### src/rtl/buf_fifo_bh.sv
// buf_fifo_bh: first-word-fall-through FIFO buffer register with sticky overflow/underflow flags.
// The oldest word is always visible on R; zero when empty.
module buf_fifo_bh #(
    parameter int WIDTH = 4,
    parameter int DEPTH = 4,
    parameter int CW    = $clog2(DEPTH + 1)
) (
    input  logic             CLK,
    input  logic             CLR,
    input  logic             LOAD,
    input  logic             RD,
    input  logic             FLUSH,
    input  logic [WIDTH-1:0] X,
    output logic [WIDTH-1:0] R,
    output logic             EMPTY,
    output logic             FULL,
    output logic [CW-1:0]    COUNT,
    output logic             OVF,
    output logic             UDF
);
    localparam int PW = $clog2(DEPTH);

    logic [WIDTH-1:0] mem [DEPTH];
    logic [PW-1:0]    wr, rd;
    logic             push_ok, pop_ok;

    // Pointers wrap explicitly so DEPTH need not be a power of two
    function automatic logic [PW-1:0] nxt(input logic [PW-1:0] p);
        return (p == PW'(DEPTH - 1)) ? '0 : p + 1'b1;
    endfunction

    assign EMPTY   = COUNT == '0;
    assign FULL    = COUNT == CW'(DEPTH);
    assign R       = EMPTY ? '0 : mem[rd];
    assign push_ok = LOAD & (~FULL | RD);
    assign pop_ok  = RD & ~EMPTY;

    always_ff @(posedge CLK or posedge CLR) begin
        if (CLR) begin
            wr    <= '0;
            rd    <= '0;
            COUNT <= '0;
            OVF   <= 1'b0;
            UDF   <= 1'b0;
            for (int i = 0; i < DEPTH; i++) mem[i] <= '0;
        end else if (FLUSH) begin
            wr    <= '0;
            rd    <= '0;
            COUNT <= '0;
            OVF   <= 1'b0;
            UDF   <= 1'b0;
        end else begin
            if (push_ok) begin
                mem[wr] <= X;
                wr      <= nxt(wr);
            end
            if (pop_ok) rd <= nxt(rd);
            COUNT <= (push_ok && !pop_ok) ? COUNT + 1'b1 :
                     (pop_ok && !push_ok) ? COUNT - 1'b1 : COUNT;
            OVF   <= OVF | (LOAD & FULL & ~RD);
            UDF   <= UDF | (RD & EMPTY);
        end
    end
endmodule

### config.mk
export PLATFORM = sky130hd
export DESIGN_NAME = buf_fifo_bh
export DESIGN_NICKNAME = d
export VERILOG_FILES = /design/src/rtl/buf_fifo_bh.sv
export SDC_FILE = /design/constraint.sdc
export NUM_CORES = 1
export LEC_CHECK = 0
export CAP_MARGIN = 5
export CORE_MARGIN = 3
export CORE_UTILIZATION = 29
export CTS_CLUSTER_SIZE = 28
export DETAILED_ROUTE_END_ITERATION = 6
export GPL_TIMING_DRIVEN = 0
export SLEW_MARGIN = 20
export SYNTH_ARGS = -nofsm -noshare
export SYNTH_HDL_FRONTEND = slang
export SYNTH_SLANG_ARGS = --single-unit
### constraint.sdc
create_clock -name CLK -period 2.25 [get_ports CLK]
set_clock_uncertainty 0.1 [all_clocks]
set_input_delay 0.3375 -clock CLK [delete_from_list [all_inputs] [get_ports CLK]]
set_output_delay 0.3375 -clock CLK [all_outputs]
set_load 0.1 [all_outputs]
==> reports/metrics.csv <==
metric;value;unit
cts.sinks;25;
slew_headroom;34.8;%
cts_buffer_depth;2;
slew_viol_final;0;
synth_top_family_by_area;multiplexers;
wl_per_cell;15.0;um
path_depth;1;
antenna_found_initial;0;
syn_inst;113;
setup_tns;0;ns
rsz0062_at_grt;false;
min_path_type;in2reg;
vias;928;
die_h;77.1;um
critPathLaunchType;register;
first_pass_iters;3;
ant_nets;0;
grt_first_pass_wirelength;5060;um
synthSimpleGateAreaFrac;16.1;%
worstPathArrival;1.77;ns
die_x;77.1;um
synth.distinct_cells;28;
slowest_stage;clkdlybuf4s50_1;
endpoint;UDF;
synthMuxAreaShare;26.9;%
drive_gt1_share;39.6;%
vias_per_cell;4.62;
fmax;453;MHz
finalSetupViolCount;0;
yosysSeqAreaShare;42.7;%
ctsRootBufferMaster;clkbuf_8;
synth_nets;128;
wl;3010;um
maxCapViolCount;0;
path_class;reg2out;
final_cells;201;
crit_path_end_kind;output pin;
finalNetCount;150;
synthToLayoutAreaGrowth;23.9;%
dieArea;5950;um2
n_antenna_cell;0;
grtUsageTotal;10.8;%
critPathBufInv;1;
crit_fanout;2;
finalHoldViolCount;0;
worstPathRequired;1.81;ns
synth.cell_area;1470;um2
initial_core_util;30.4;%
core_area;4820;um2
rows;25;
drt-initial-drc-count;39;
tritoncts;yes;
reg2reg_depth;8;
placed_cells;197;
outcome;finished clean;
critPathTopFamily;buffers and inverters;
drc_errors;0;
r2r_end;COUNT[2];
post-route-min-period;2.21;ns
clkTransAtPathRegs;0.09;ns
synth_fa_ha_area_share;5.63;%
fin_util;37.7;%
hpwlAfterDp;2180;um
ys_ff_latch;25;
critical_path.cell_chain;clkdlybuf4s50_1;
grt_max_degree;26;
synth-xor-area-share;0.597;%
worstSkewPairLatency;0.27;ns
htree_num_levels;1;
finalCritPeriodShare;98.1;%
tightest_slew;0.976;ns
routabilityCongestion;0.755;
overflow;0;
r2r_setup_slack;0.16;ns
max_stage_delay;1.14;ns
cts_buffers;3;
grt_pass1_vias;993;
synth.avg_cell_area;13.0;um2
synth_compound_area_share;4.27;%
setup.worst_path.start;UDF;
io_pins;20;
r2r_start;COUNT[0];
yosysWarningCount;0;
port_buffers;17;
[routing by layer]
metal / track usage [%] / share of wire, % / vias to the layer above / routed length [um]
met5: 0 / 0 / - / 0
li1: - / - / 436 / -
met1: 14.9 / 49 / 472 / 1460
met2: 17.1 / 47 / 18 / 1400
met4: 1.60 / 0.40 / 0 / 12
met3: 3.05 / 4.2 / 2 / 125
[logic make-up after synthesis]
| kind of cell | after synthesis |
|---|---|
| flops | 25 |
| xor+xnor | 1 |
| simple gates | 34 |
| fa+ha+maj | 6 |
| compound gates | 9 |
| mux | 26 |
| buf+inv | 12 |
[worst min-delay path: stages]
cell     delay [ns]
buf_2          0.17
a21oi_1        0.14
nor2_1         0.05
[state kept, by name, indices dropped and copies added, names as in the netlist]
name   cells
mem       16
COUNT      3
rd         2
wr         2
OVF        1
UDF        1
[layout by cell type (no fill, tap or decap), types with 2 or more instances in the layout]
cell type / instances
or3_1: 2
clkbuf_8: 3
mux2i_1: 3
mux2_4: 16
clkbuf_1: 2
buf_2: 8
nor2b_4: 4
mux4_2: 4
dfrtp_1: 21
dfrtp_4: 2
dfrtp_2: 2
a31oi_1: 2
mux2_1: 3
and4bb_4: 4
nand2_1: 2
inv_1: 4
nor2b_1: 2
nand2b_1: 4
ha_1: 5
dlygate4sd2_1: 3
clkdlybuf4s50_1: 8
nor2_1: 11
a21oi_1: 3
[cells in the mapped netlist, drive strengths merged]
library cell | instances | area (um2)
and4bb | 4 | 65.1
clkbuf | 3 | 11.3
nand2 | 2 | 7.51
and2 | 1 | 6.26
o31ai | 1 | 7.51
a31oi | 2 | 12.5
o21ai | 1 | 5.00
fa | 1 | 20.0
mux4 | 4 | 90.1
mux2 | 19 | 274
a21oi | 3 | 15.0
dfrtp | 25 | 626
ha | 5 | 62.6
nor4b | 2 | 32.5
inv | 5 | 18.8
nor2 | 12 | 45.0
mux2i | 3 | 30.0
nor2b | 6 | 37.5
xnor2 | 1 | 8.76
nand2b | 4 | 25.0
o21a | 1 | 7.51
nor3 | 1 | 5.00
a221oi | 1 | 15.0
buf | 4 | 26.3
or3 | 2 | 12.5
[layout make-up]
class / instances / area [um2]
fillers: 491 / 3000
multi-input cells: 76 / 837
flip-flops and latches: 25 / 636
repair buffers: 18 / 159
well taps: 67 / 83.8
clock buffers: 3 / 41.3
plain buffers: 6 / 33.8
inverters: 5 / 18.8
clock inverters: 1 / 7.51
[timing repair]
action / CTS / global route
setup endpoints to repair: 9 / 6
gates resized for setup: 35 / 2
hold buffers: 0 / 0
setup buffers: 0 / 1
pin swaps: 0 / 1
gates cloned: 0 / 0
[stage by stage]
stage	hold slack (ns)	setup slack (ns)	cell area, um2
floorplan	0.265	-0.383	1520
global route	0.356	0.00684	1820
CTS	0.341	0.0280	1790
global placement	0.388	-0.545	1770
detailed placement	0.391	-0.559	1770
finish	0.352	0.0423	1820
[worst min path at each step]
stage,depth (start not counted),from,slack (ns),end
2_1_floorplan,1,CLR,0.26,COUNT[0]
3_3_place_gp,1,mem[4],0.39,mem[4]
3_5_place_dp,1,mem[3],0.39,mem[3]
4_1_cts,3,RD,0.34,UDF
5_1_grt,3,RD,0.36,UDF
6_report,3,RD,0.35,UDF
Power is left out: the tool's default activity adds up to more than one toggle a clock period on the data nets, which glitch-free logic cannot reach.
==> RTL edit 1 (config.mk and constraints unchanged) <==
`WIDTH`: 4 -> 5.
--- a/src/rtl/buf_fifo_bh.sv
+++ b/src/rtl/buf_fifo_bh.sv
@@ -1,7 +1,7 @@
 // buf_fifo_bh: first-word-fall-through FIFO buffer register with sticky overflow/underflow flags.
 // The oldest word is always visible on R; zero when empty.
 module buf_fifo_bh #(
-    parameter int WIDTH = 4,
+    parameter int WIDTH = 5,
     parameter int DEPTH = 4,
     parameter int CW    = $clog2(DEPTH + 1)
 ) (
Ports: changed (resized R and X); port bits go from 20 to 22. No check against the original RTL was run, so the function may have changed too.
==> RTL edit 1 against the unedited design <==
  * Routed wire length grew 13%
  * Area after synthesis grew 10%
  * Setup slack lost 8.6 ps
  * Sequential cell count grew 4
  * Cell area grew 15%
  * Worst hold slack gained 9.7 ps
  * Non-clock buffer count grew 3
==> RTL edit 1: results (changes against the unedited design) <==
The number of placed cells counting well taps is 213 (+8.1%), and the sequential fraction of the synthesis area is 45.0% (+2.3 points). The sum of routed wire length over all layers came out at 3390 µm (+13%). The number of H-tree levels came out at 2 (+1). The count of nets after finishing is 165 (+10%).

The run gives 5490 µm (+8.5%) as the first-pass GRT wire length. The flow ran to the end, and the final reports show no timing, DRC or antenna violations. The share of layout cells above drive strength 1 works out to 36.0% (-3.6 points). The post-placement cell area is 0.00196 mm² (+11%), and the number of fill cells is 492 (+0.20%). The CTS root buffer was sky130_fd_sc_hd__clkbuf_8. The tools report the routability-driven placement congestion ratio as 0.839 (+11%). The run gives 1,156 (+16%) as the via count of the first global-routing pass. The overall routing resource usage is 11.5% (+0.72 points). The starting DRC count in detailed routing was 19 (-51%); the largest net degree at the start of global routing was 30 (+15%).

The via-per-instance ratio works out to 4.77 (+3.4%). In the post-synthesis netlist, the biggest area contributors are sky130_fd_sc_hd__dfrtp_1 (45%), sky130_fd_sc_hd__mux2_1 (10%), sky130_fd_sc_hd__mux4_2 (7.0%), sky130_fd_sc_hd__nand4b_4 (5.9%), sky130_fd_sc_hd__mux2_4 (4.7%). The transition at the pin with the smallest max-transition slack works out to 973 ps (-2.93 ps).

In the final layout, the registers with the most flip-flops are mem x20, COUNT x3. The number of input and output port buffers inserted works out to 20 (+3). The number of buffers added by the clock tree synthesis step was 5 (+2); the count of different cell masters after synthesis was 31 (+11%). By count the netlist is led by sky130_fd_sc_hd__dfrtp_1 (29), sky130_fd_sc_hd__mux2_1 (15), sky130_fd_sc_hd__nor2_1 (9), sky130_fd_sc_hd__inv_1 (6), sky130_fd_sc_hd__nor2b_1 (6).

The logs give 2450 µm (+12%) for the sum of net half-perimeters after detailed placement and -672 ps (-113 ps) for the worst slack after detailed placement. For the net count of the mapped netlist, the log shows 139 (+8.6%). The final non-filler cell total came out at 220 (+9.5%).
RTL edit 1: cell types whose count changed after synthesis, sizes merged, moves of 2 or more:
cell    change
dfrtp       +4
nand3       +2
and4bb      -4
nor2        -3
nand4b      +4
nand2b      -2
a21oi       +2
mux2        +3
RTL edit 1: kinds of logic after synthesis:
| family | synth area share, % |
|---|---|
| fa+ha+maj | 5.12 |
| flops | 45.0 |
| xor+xnor | 0.543 |
| compound gates | 4.42 |
| mux | 24.7 |
| simple gates | 15.8 |
| buf+inv | 4.42 |
RTL edit 1: what timing repair did:
item / 4_1_cts / 5_1_grt
buffers inserted: 1 / 0
resized for setup: 38 / 7
endpoints found under the setup margin: 11 / 4
pin swaps: 1 / 0
RTL edit 1: metal layers:
metal  vias up  GRT usage (%)  routed length (µm)
li1        492              -                   -
met1       523           13.4                1500
met2        28           19.8                1680
met3         7           3.14                 148
met4         0           4.73                  63
met5         -              0                   0
RTL edit 1: worst paths after layout:
path,startpoint,endpoint,slack (ps),cells after the start
max,UDF$_DFF_PP0_,UDF,30,1
min in group CLK,RD,UDF$_DFF_PP0_,370,3
min reg2reg,mem[0]$_DFFE_PP0P_,mem[0]$_DFFE_PP0P_,390,1
min,CLR,COUNT[2]$_DFFE_PP0P_,360,2
max in group asynchronous,CLR,COUNT[0]$_DFFE_PP0P_,1240,2
max reg2reg,COUNT[2]$_DFFE_PP0P_,COUNT[2]$_DFFE_PP0P_,120,7
RTL edit 1: cell type report:
class | instances | area (µm²) | share of cell area (%)
buffer | 6 | 47.5 | 2.28
clock buffer | 7 | 86.3 | 4.14
clock inverter | 1 | 30.0 | 1.44
inverter | 6 | 22.5 | 1.08
multi-input combinational | 80 | 885 | 42.4
sequential | 29 | 737 | 35.3
tap | 70 | 87.6 | 4.20
timing repair buffer | 21 | 190 | 9.12
RTL edit 1: through the flow:
| stage | utilization, % | setup TNS, ps | total power, mW |
|---|---|---|---|
| 2_1_floorplan | - | -2800 | 2.30 |
| 3_3_place_gp | 37.5 | -4300 | 2.63 |
| 3_5_place_dp | 37.5 | -4660 | 2.67 |
| 4_1_cts | 39.8 | -172 | 3.24 |
| 5_1_grt | 39.8 | 0 | 3.35 |
| 6_report | 39.8 | 0 | 3.19 |
RTL edit 1: power groups by stage:
| stage | clock, mW | sequential, mW | combinational (mW) |
|---|---|---|---|
| floorplan | 0 | 1.00 | 1.30 |
| detailed placement | 0 | 0.828 | 1.84 |
| CTS | 0.570 | 0.849 | 1.82 |
| finish | 0.549 | 0.848 | 1.79 |
| global route | 0.596 | 0.877 | 1.88 |
| global placement | 0 | 0.814 | 1.81 |
